## config.mk

```make
export PLATFORM = sky130hd
export DESIGN_NAME = ravan_cmd_sequencer
export DESIGN_NICKNAME = d
export VERILOG_FILES = /design/src/rtl/ravan_pkg.sv /design/src/rtl/ravan_req_fifo.sv /design/src/rtl/ravan_cmd_sequencer.sv
export SDC_FILE = /design/constraint.sdc
export NUM_CORES = 2
export LEC_CHECK = 0
export ABC_AREA = 1
export CAP_MARGIN = 40
export CORE_AREA = 2 2 526 528
export DETAILED_ROUTE_END_ITERATION = 16
export DIE_AREA = 0 0 528 530
export GPL_TIMING_DRIVEN = 0
export PLACE_DENSITY = 0.37
export SLEW_MARGIN = 15
export SYNTH_ARGS = -nofsm -noshare
export SYNTH_HDL_FRONTEND = slang
export SYNTH_SLANG_ARGS = --single-unit
```

## constraint.sdc

```tcl
create_clock -name clk -period 8.61 [get_ports clk]
set_clock_uncertainty 0.2 [all_clocks]
set_input_delay 1.722 -clock clk [delete_from_list [all_inputs] [get_ports clk]]
set_output_delay 1.722 -clock clk [all_outputs]
set_load 0.02 [all_outputs]
```

## src/rtl/ravan_pkg.sv

```systemverilog
// Shared types for the RAVAN command front end: sequencer states and the
// request record that is queued ahead of the crypto core.
package ravan_pkg;

  localparam int RAVAN_KEY_W  = 512;
  localparam int RAVAN_ADDR_W = 32;
  localparam int RAVAN_DATA_W = 64;

  typedef enum logic [1:0] {
    IDLE    = 2'd0,
    KEYWAIT = 2'd1,
    BUSY    = 2'd2,
    RESP    = 2'd3
  } state_e;

  typedef struct packed {
    logic                    enc;
    logic                    mem;
    logic [RAVAN_ADDR_W-1:0] addr;
    logic [RAVAN_DATA_W-1:0] data;
  } req_t;

endpackage

```

## src/rtl/ravan_req_fifo.sv

```systemverilog
// Request queue in front of the sequencer: DEPTH-entry synchronous FIFO with
// the oldest entry always visible at head_o.
module ravan_req_fifo
  import ravan_pkg::*;
#(
  parameter int DEPTH = 4,
  localparam int AW   = $clog2(DEPTH)
) (
  input  logic        clk,
  input  logic        rst,
  input  logic        push_i,
  input  req_t        push_data_i,
  input  logic        pop_i,
  output req_t        head_o,
  output logic        full_o,
  output logic        empty_o,
  output logic [AW:0] count_o
);

  localparam logic [AW:0] FULL_CNT = (AW + 1)'(DEPTH);

  req_t          mem_q [DEPTH];
  logic [AW-1:0] wr_ptr_q, wr_ptr_d;
  logic [AW-1:0] rd_ptr_q, rd_ptr_d;
  logic [AW:0]   count_q, count_d;
  logic          do_push, do_pop;

  assign full_o  = (count_q == FULL_CNT);
  assign empty_o = (count_q == '0);
  assign count_o = count_q;
  assign head_o  = mem_q[rd_ptr_q];

  assign do_push = push_i & ~full_o;
  assign do_pop  = pop_i & ~empty_o;

  // Pointers are log2(DEPTH) bits wide so they wrap without explicit compares.
  always_comb begin
    wr_ptr_d = wr_ptr_q + AW'(do_push);
    rd_ptr_d = rd_ptr_q + AW'(do_pop);
    count_d  = count_q;
    case ({do_push, do_pop})
      2'b10:   count_d = count_q + 1'b1;
      2'b01:   count_d = count_q - 1'b1;
      default: count_d = count_q;
    endcase
  end

  always_ff @(posedge clk) begin
    if (rst) begin
      wr_ptr_q <= '0;
      rd_ptr_q <= '0;
      count_q  <= '0;
    end else begin
      wr_ptr_q <= wr_ptr_d;
      rd_ptr_q <= rd_ptr_d;
      count_q  <= count_d;
    end
  end

  always_ff @(posedge clk) begin
    if (do_push) begin
      mem_q[wr_ptr_q] <= push_data_i;
    end
  end

endmodule

```

## src/rtl/ravan_cmd_sequencer.sv

```systemverilog
// Front end for the RAVAN crypto core: queues requests, installs the master
// key, holds core inputs for the core latency and returns one result at a time.
module ravan_cmd_sequencer
  import ravan_pkg::*;
#(
  parameter int DEPTH    = 4,
  parameter int CORE_LAT = 3,
  parameter int KEY_LAT  = 4,
  parameter int ADDR_W   = 32,
  parameter int DATA_W   = 64
) (
  input  logic                   clk,
  input  logic                   rst,
  input  logic                   key_load,
  input  logic [RAVAN_KEY_W-1:0] key_in,
  output logic                   key_ready,
  input  logic                   req_valid,
  output logic                   req_ready,
  input  logic                   req_enc,
  input  logic                   req_mem,
  input  logic [ADDR_W-1:0]      req_addr,
  input  logic [DATA_W-1:0]      req_data,
  output logic                   core_enc_op_sel,
  output logic                   core_mem_sel,
  output logic [ADDR_W-1:0]      core_address,
  output logic [DATA_W-1:0]      core_data_in,
  output logic [RAVAN_KEY_W-1:0] core_key,
  input  logic [DATA_W-1:0]      core_data_out,
  input  logic                   core_sha_error,
  output logic                   rsp_valid,
  input  logic                   rsp_ready,
  output logic [DATA_W-1:0]      rsp_data,
  output logic                   rsp_err
);

  localparam int AW  = $clog2(DEPTH);
  localparam int KCW = $clog2(KEY_LAT + 1);
  localparam int CCW = $clog2(CORE_LAT + 1);

  localparam logic [AW:0]    FULL_CNT  = (AW + 1)'(DEPTH);
  localparam logic [KCW-1:0] KCNT_INIT = KCW'(KEY_LAT);
  localparam logic [KCW-1:0] KCNT_ONE  = KCW'(1);
  localparam logic [CCW-1:0] CCNT_INIT = CCW'(CORE_LAT);
  localparam logic [CCW-1:0] CCNT_ONE  = CCW'(1);

  state_e                 state_q, state_d;
  logic [KCW-1:0]         kcnt_q, kcnt_d;
  logic [CCW-1:0]         ccnt_q, ccnt_d;
  logic                   key_valid_q, key_valid_d;
  logic                   err_acc_q, err_acc_d;
  logic                   core_enc_q, core_enc_d;
  logic                   core_mem_q, core_mem_d;
  logic [ADDR_W-1:0]      core_addr_q, core_addr_d;
  logic [DATA_W-1:0]      core_data_q, core_data_d;
  logic [RAVAN_KEY_W-1:0] core_key_q, core_key_d;
  logic                   rsp_valid_q, rsp_valid_d;
  logic [DATA_W-1:0]      rsp_data_q, rsp_data_d;
  logic                   rsp_err_q, rsp_err_d;

  req_t        req_in;
  req_t        fifo_head;
  logic        fifo_push, fifo_pop;
  logic        fifo_full, fifo_empty;
  logic [AW:0] fifo_count;

  assign req_in    = '{enc: req_enc, mem: req_mem, addr: req_addr, data: req_data};
  assign req_ready = (fifo_count != FULL_CNT);
  assign fifo_push = req_valid & ~fifo_full;

  ravan_req_fifo #(
    .DEPTH (DEPTH)
  ) u_req_fifo (
    .clk         (clk),
    .rst         (rst),
    .push_i      (fifo_push),
    .push_data_i (req_in),
    .pop_i       (fifo_pop),
    .head_o      (fifo_head),
    .full_o      (fifo_full),
    .empty_o     (fifo_empty),
    .count_o     (fifo_count)
  );

  assign key_ready       = (state_q == IDLE);
  assign core_enc_op_sel = core_enc_q;
  assign core_mem_sel    = core_mem_q;
  assign core_address    = core_addr_q;
  assign core_data_in    = core_data_q;
  assign core_key        = core_key_q;
  assign rsp_valid       = rsp_valid_q;
  assign rsp_data        = rsp_data_q;
  assign rsp_err         = rsp_err_q;

  always_comb begin
    state_d     = state_q;
    kcnt_d      = kcnt_q;
    ccnt_d      = ccnt_q;
    key_valid_d = key_valid_q;
    err_acc_d   = err_acc_q;
    core_enc_d  = core_enc_q;
    core_mem_d  = core_mem_q;
    core_addr_d = core_addr_q;
    core_data_d = core_data_q;
    core_key_d  = core_key_q;
    rsp_valid_d = rsp_valid_q;
    rsp_data_d  = rsp_data_q;
    rsp_err_d   = rsp_err_q;
    fifo_pop    = 1'b0;

    case (state_q)
      IDLE: begin
        // A key reload wins over issue; queued requests then use the new key.
        if (key_load) begin
          core_key_d  = key_in;
          key_valid_d = 1'b0;
          kcnt_d      = KCNT_INIT;
          state_d     = KEYWAIT;
        end else if (key_valid_q && !fifo_empty) begin
          fifo_pop    = 1'b1;
          core_enc_d  = fifo_head.enc;
          core_mem_d  = fifo_head.mem;
          core_addr_d = fifo_head.addr;
          core_data_d = fifo_head.data;
          ccnt_d      = CCNT_INIT;
          err_acc_d   = 1'b0;
          state_d     = BUSY;
        end
      end
      KEYWAIT: begin
        kcnt_d = kcnt_q - KCNT_ONE;
        if (kcnt_q == KCNT_ONE) begin
          key_valid_d = 1'b1;
          state_d     = IDLE;
        end
      end
      BUSY: begin
        err_acc_d = err_acc_q | core_sha_error;
        ccnt_d    = ccnt_q - CCNT_ONE;
        if (ccnt_q == CCNT_ONE) begin
          rsp_data_d  = core_data_out;
          rsp_err_d   = err_acc_q | core_sha_error;
          rsp_valid_d = 1'b1;
          state_d     = RESP;
        end
      end
      RESP: begin
        if (rsp_ready) begin
          rsp_valid_d = 1'b0;
          state_d     = IDLE;
        end
      end
      default: state_d = IDLE;
    endcase
  end

  always_ff @(posedge clk) begin
    if (rst) begin
      state_q     <= IDLE;
      kcnt_q      <= '0;
      ccnt_q      <= '0;
      key_valid_q <= 1'b0;
      err_acc_q   <= 1'b0;
      core_enc_q  <= 1'b0;
      core_mem_q  <= 1'b0;
      core_addr_q <= '0;
      core_data_q <= '0;
      core_key_q  <= '0;
      rsp_valid_q <= 1'b0;
      rsp_data_q  <= '0;
      rsp_err_q   <= 1'b0;
    end else begin
      state_q     <= state_d;
      kcnt_q      <= kcnt_d;
      ccnt_q      <= ccnt_d;
      key_valid_q <= key_valid_d;
      err_acc_q   <= err_acc_d;
      core_enc_q  <= core_enc_d;
      core_mem_q  <= core_mem_d;
      core_addr_q <= core_addr_d;
      core_data_q <= core_data_d;
      core_key_q  <= core_key_d;
      rsp_valid_q <= rsp_valid_d;
      rsp_data_q  <= rsp_data_d;
      rsp_err_q   <= rsp_err_d;
    end
  end

endmodule

```

# Word-level counts from Yosys, hierarchy flattened
# Memory sizes are Yosys's and may differ from the RTL's. A register that Yosys moved wholly into a read port is not among the register bits.
# Cells that the tools add are included.
dict set report totals {
  reg_bits 594
  ram_bits 392
  inputBits 680
  output_inout_bits 678
  word_cells 84
  memories 1
}
dict set report classes {
  addsub 6
  n_eq_ne 16
  mux 26
  bitwise_logic 7
  reduce_logical 16
}
# memory depth word_bits read_ports rd_clocked_by_memory_dff write_ports line
set memory_table {}
lappend memory_table {u_req_fifo.mem_q 4 98 1 1 1 ravan_req_fifo.sv:22} ;# req_t mem_q [DEPTH];
# op n
set ops {}
lappend ops {{$mux W2} 7}
lappend ops {{$pmux W3 S2} 2}
lappend ops {{$reduce_and A3 Y1} 4}
lappend ops {{$mux W1} 11}
lappend ops {{$ne A2 B2 Y1 const B} 5}
lappend ops {{$pmux W2 S4} 1}
lappend ops {{$reduce_bool A2 Y1} 4}
lappend ops {{$eq A2 B1 Y1 const B} 3}
lappend ops {{$eq A2 B2 Y1 const B} 3}
lappend ops {{$pmux W1 S2} 3}
lappend ops {{$reduce_and A2 Y1} 3}
lappend ops {{$sub A3 B1 Y3 const B} 2}
lappend ops {{$add A2 B1 Y2} 2}
lappend ops {{$pmux W2 S2} 1}
lappend ops {{$reduce_and A4 Y1} 1}
lappend ops {{$add A3 B1 Y3 const B} 1}
lappend ops {{$and A1 B1 Y1} 3}
lappend ops {{$eq A3 B1 Y1 const B} 1}
lappend ops {{$eq A3 B3 Y1 const B} 1}
lappend ops {{$logic_not A3 Y1} 1}
lappend ops {{$mux W3} 1}
lappend ops {{$ne A3 B2 Y1 const B} 1}
lappend ops {{$ne A3 B3 Y1 const B} 1}
lappend ops {{$not A1 Y1} 3}
lappend ops {{6 further kinds} 6}

# Longest topological paths before layout
dict set report depth {
  ltp_word 9
  depth_mapped 13
  depth_no_buf 11
}

# Modules after synthesis
# A second synthesis with hierarchy kept.
dict set report hier_totals {
  hier_cells 4006
  area_unflattened_um2 38559.5
}
# mod instances cells_per_inst area_each_um2 seq_area_each_um2
set by_module_without_submodules {}
lappend by_module_without_submodules {ravan_cmd_sequencer 1 3007 23684.0 13713.2}
lappend by_module_without_submodules {ravan_req_fifo 1 999 14875.5 11911.4}

# Least setup slack after synthesis
# OpenSTA, ideal clock, no wires.
dict set report synth_path {
  path_kind {input-to-reg}
  start {input port req_valid}
  end {memory u_req_fifo.mem_q[0][0] (netlist bit) (enable)}
  setup_ns 0.676
  arrival_ns 8.488
  t_required_ns 7.734
  slack_ns -0.754
  stages 2
  path_buffers 0
  path_cell_list {nand2_1 -> nor3_1}
}
dict set report synth_between {
  elab_chain_cells 4
}
# element line
set synth_lines {}
lappend synth_lines {{from (decl)} ravan_cmd_sequencer.sv:17} ;# input logic req_valid,
lappend synth_lines {{$and A1 B1 Y1} ravan_cmd_sequencer.sv:68} ;# assign fifo_push = req_valid & ~fifo_full;
lappend synth_lines {{$and A1 B1 Y1} ravan_req_fifo.sv:33} ;# assign do_push = push_i & ~full_o;
lappend synth_lines {{$mux W1} ravan_req_fifo.sv:61} ;# if (do_push) begin
lappend synth_lines {{$mux W1 (implied by the code)} ravan_req_fifo.sv:62} ;# mem_q[wr_ptr_q] <= push_data_i;
lappend synth_lines {{to (decl)} ravan_req_fifo.sv:22}
# No other way between the ends.

# Final worst setup path
dict set report layout_path {
  start {register state_q[0]}
  end {output port key_ready}
}
dict set report layout_between {
  elab_chain_cells 1
}
# element line
set layout_lines {}
lappend layout_lines {{from (decl)} ravan_cmd_sequencer.sv:46} ;# state_e state_q, state_d;
lappend layout_lines {{from (signal assigned)} ravan_cmd_sequencer.sv:172} ;# state_q <= state_d;
lappend layout_lines {{$logic_not A2 Y1} ravan_cmd_sequencer.sv:84} ;# assign key_ready = (state_q == IDLE);
lappend layout_lines {{to (decl)} ravan_cmd_sequencer.sv:16} ;# output logic key_ready,
# No other way between the ends.

==> results by group <==
Floorplanning
  • I/O pin total: ~1,400
  • Die Ht: 530 um
  • Core area: between 200,000 and 300,000 sq um
  • Chip Width: about 530 um
  • Die area: 279,800 sq um
  • Row Count: 193
  • Initial Util: 14.04%

Placed design
  • Gpl congestion: between 0.9 and 1
  • Placed Cells: 9,119
  • Post-detail-place hpwl: 212,700 um
  • Post-DP Area: roughly 57,000 sq um
  • Place WS: ~3500 ps
  • Count of port buffers added during placement: 1,357

Timing
  • Setup Viol. Count Final: 0
  • Unrepaired setup endpoints after global routing: no
  • Worst setup slack after layout: 4516 ps
  • Fin crit share: 47.55%
  • Fin. max-slew vios: 0
  • Hold Vio Cnt, Final: 0
  • Worst slew pin tran: 809.2 ps
  • Worst slew margin: 45.69%
  • Tmin final: between 4000 and 5000 ps
  • Max Freq: about 240 MHz

Critical path
  • Crit path cell chain: nor2_4, clkdlybuf4s50_1
  • Worst-case reg-to-reg path depth: 12
  • Setup CP Type: register to primary output
  • Slowest stage delay, CP: approximately 850 ps
  • Worst Path Buf+Inv: 1
  • Data arrival time of the worst path: 2170 ps
  • Critical Path RT: 6690 ps
  • Max FO, Critical Path: 6
  • R2r setup slk: 5510 ps
  • Levels on crit path: 2
  • Worst Setup Start Kind: register
  • CP max-delay cell: clkdlybuf4s50_1
  • Crit. End Element: primary output
  • Cell family with most CP delay: buffers and inverters

Clock network
  • H-tree Lvls: 4
  • Clock Sinks: about 1,100
  • CTS tree: yes
  • Root buffer cell: clkbuf_16
  • Later-pin clock latency in the skew report: 790 ps
  • CTS Hold Bufs: 0
  • Clock transition at path regs: 50 ps
  • CTS max path bufs: 4
  • CTS Buf Count: 144
  • Postcts setup bufs: 0
  • Post-CTS sizing: 0

Layout
  • Nets: ~6,300
  • Leading cell type in the layout, fill and taps excluded: nor2_1
  • Final Util: 22.59%
  • Final non-filler cell area: 62,070 sq um
  • Layout cells sized above 1: around 8%
  • Most frequent cells in the layout: nor2_1, clkdlybuf4s50_1, dfxtp_1, o21ai_1, o21ai_0
  • Non-Filler Instances: 9,405
  • Area grow syn2layout: 60.83%

Global route
  • First-pass GRT wire length: 327,400 um
  • Antenna violations before repair: 140
  • Total congestion overflow: 0
  • Vias in the first global route: between 30,000 and 40,000
  • All-Layer GR Usage: 17.32%
  • Largest net degree at the start of global routing: 14

Route
  • DR vias: 35,490
  • Final ANT Viol Nets: 0
  • DR WL/cell: 26.86 um
  • DR DRC count: 0
  • Final WL: 252,600 um
  • DR iter-0 viols: 2,130
  • First-pass DRT Iterations: 5
  • Vias per inst: 3.773

Power
  • LEAKAGE: 22.61 nW
  • Sw frac: a little over a third
  • Power Internal: ~0.012 W
  • Logic pwr share: about a third
  • Sequential power share: 36.2%
  • VDD IR max: 0.1377 mV
  • PD cells: 297.3 nW/um^2
  • Net load switching power: 0.006562 W
  • Clock power share: 32.4%

Synthesis
  • Yosys reg bits: 1,084
  • Synthesized area: ~39,000 sq um
  • Unique masters post-synth: 29
  • YS warnings: 0
  • Seq/Total Area, Yosys: 66.39%
  • Post-synthesis cell count: 4,090
  • Syn nets: 4,777
  • Syn Area/Cell: ~9.4 sq um

Worst hold path
  • Hold Crit Depth: 2
  • Hold crit path type: register to register

Outcome
  • Status: finished clean

Job
  • MaxCap Viol Count: 0
## state kept, by name, summed over array words and instances, names as in the netlist
register             flops
rsp_valid                1
rsp_data                64
u_req_fifo.count_o       3
state_q                  2
u_req_fifo.wr_ptr_q      2
u_req_fifo.mem_q       392
rsp_err                  1
core_mem_sel             1
core_key               512
core_address            32
key_valid_q              1
err_acc_q                1
ccnt_q                   2
kcnt_q                   3
core_data_in            64
u_req_fifo.rd_ptr_q      2
core_enc_op_sel          1
## power groups by stage
stage / clock network (W) / registers [W] / logic [W]
final: 0.00598 / 0.00669 / 0.00579
after global routing: 0.00635 / 0.00678 / 0.00624
after CTS: 0.00617 / 0.00670 / 0.00591
after detailed placement: 0 / 0.00680 / 0.00590
after global placement: 0 / 0.00682 / 0.00583
after floorplan: 0 / 0.00755 / 0.00165
## synth_stat cells
library cell	count	area share, %
inv_2	9	0.088
a21oi_2	1	0.023
nand4_1	1	0.016
a21oi_1	11	0.14
ha_1	6	0.19
edfxtp_1	392	30
fa_1	1	0.052
nor2_1	1651	16
nor3_1	5	0.065
nand3_1	5	0.065
nand2_1	18	0.18
buf_1	5	0.049
o21bai_1	2	0.039
buf_2	104	1.3
inv_1	19	0.18
o21ai_0	473	6.1
buf_6	7	0.20
nor2_2	1	0.016
xnor2_1	3	0.068
a22oi_1	1	0.019
nor2_4	3	0.088
buf_4	31	0.60
o21ai_1	503	6.5
a31oi_1	1	0.016
nand2_2	2	0.032
and2_1	1	0.016
dfxtp_1	692	36
o22ai_1	1	0.016
clkbuf_1	141	1.4
## stage by stage
step           power [W]  hold WS, ps  TNS (ps)
2_1_floorplan   0.009208        233.1   -295390
3_3_place_gp     0.01266        250.9  -3267460
3_5_place_dp     0.01270        262.6         0
4_1_cts          0.01877        275.4         0
5_1_grt          0.01937        298.6         0
6_report         0.01846        272.4         0
## path summary, 6_finish.rpt
kind                   start               endpoint
setup / recovery  state_q[0]              key_ready
hold reg to reg    ccnt_q[1]              ccnt_q[1]
hold / removal     ccnt_q[1]              ccnt_q[1]
setup reg to reg  state_q[0]  u_req_fifo.count_o[2]
## layout make-up
class | instances | area, sq um
flip-flops and latches | 1084 | 25620
repair buffers | 1424 | 14220
fillers | 29990 | 212700
clock buffers | 205 | 4197
clock inverters | 46 | 427.9
well taps | 3607 | 4513
multi-input cells | 2690 | 11510
inverters | 28 | 105.1
diodes | 33 | 82.58
plain buffers | 288 | 1389
## per-layer routing
layer  share of wire [%]  track usage, %
met1                  37           18.39
met2                  48           29.63
met3                  11           8.268
met4                 3.6           6.448
met5                0.27               0
## cells by family (layout without fill, tap and decap cells)
logic type / Yosys count / after routing / share of synthesized area, %
fa+ha+maj: 7 / 7 / 0.2464
other cells: 0 / 33 / 0
compound gates: 993 / 993 / 12.91
buf+inv: 316 / 1991 / 3.848
simple gates: 1687 / 1687 / 16.53
xor+xnor: 3 / 3 / 0.06809
flops: 1084 / 1084 / 66.39
## worst reg2reg max path: cells and delay by family (launching register included)
kind                       cells  cell delay [ps]
AOI/OAI and AO/OA              4              460
adders and majority gates      2              550
and+or+nand+nor                3              810
DFF                            1              380
buffers and inverters          3              600
Note: power is estimated with default switching activity, not from simulation.
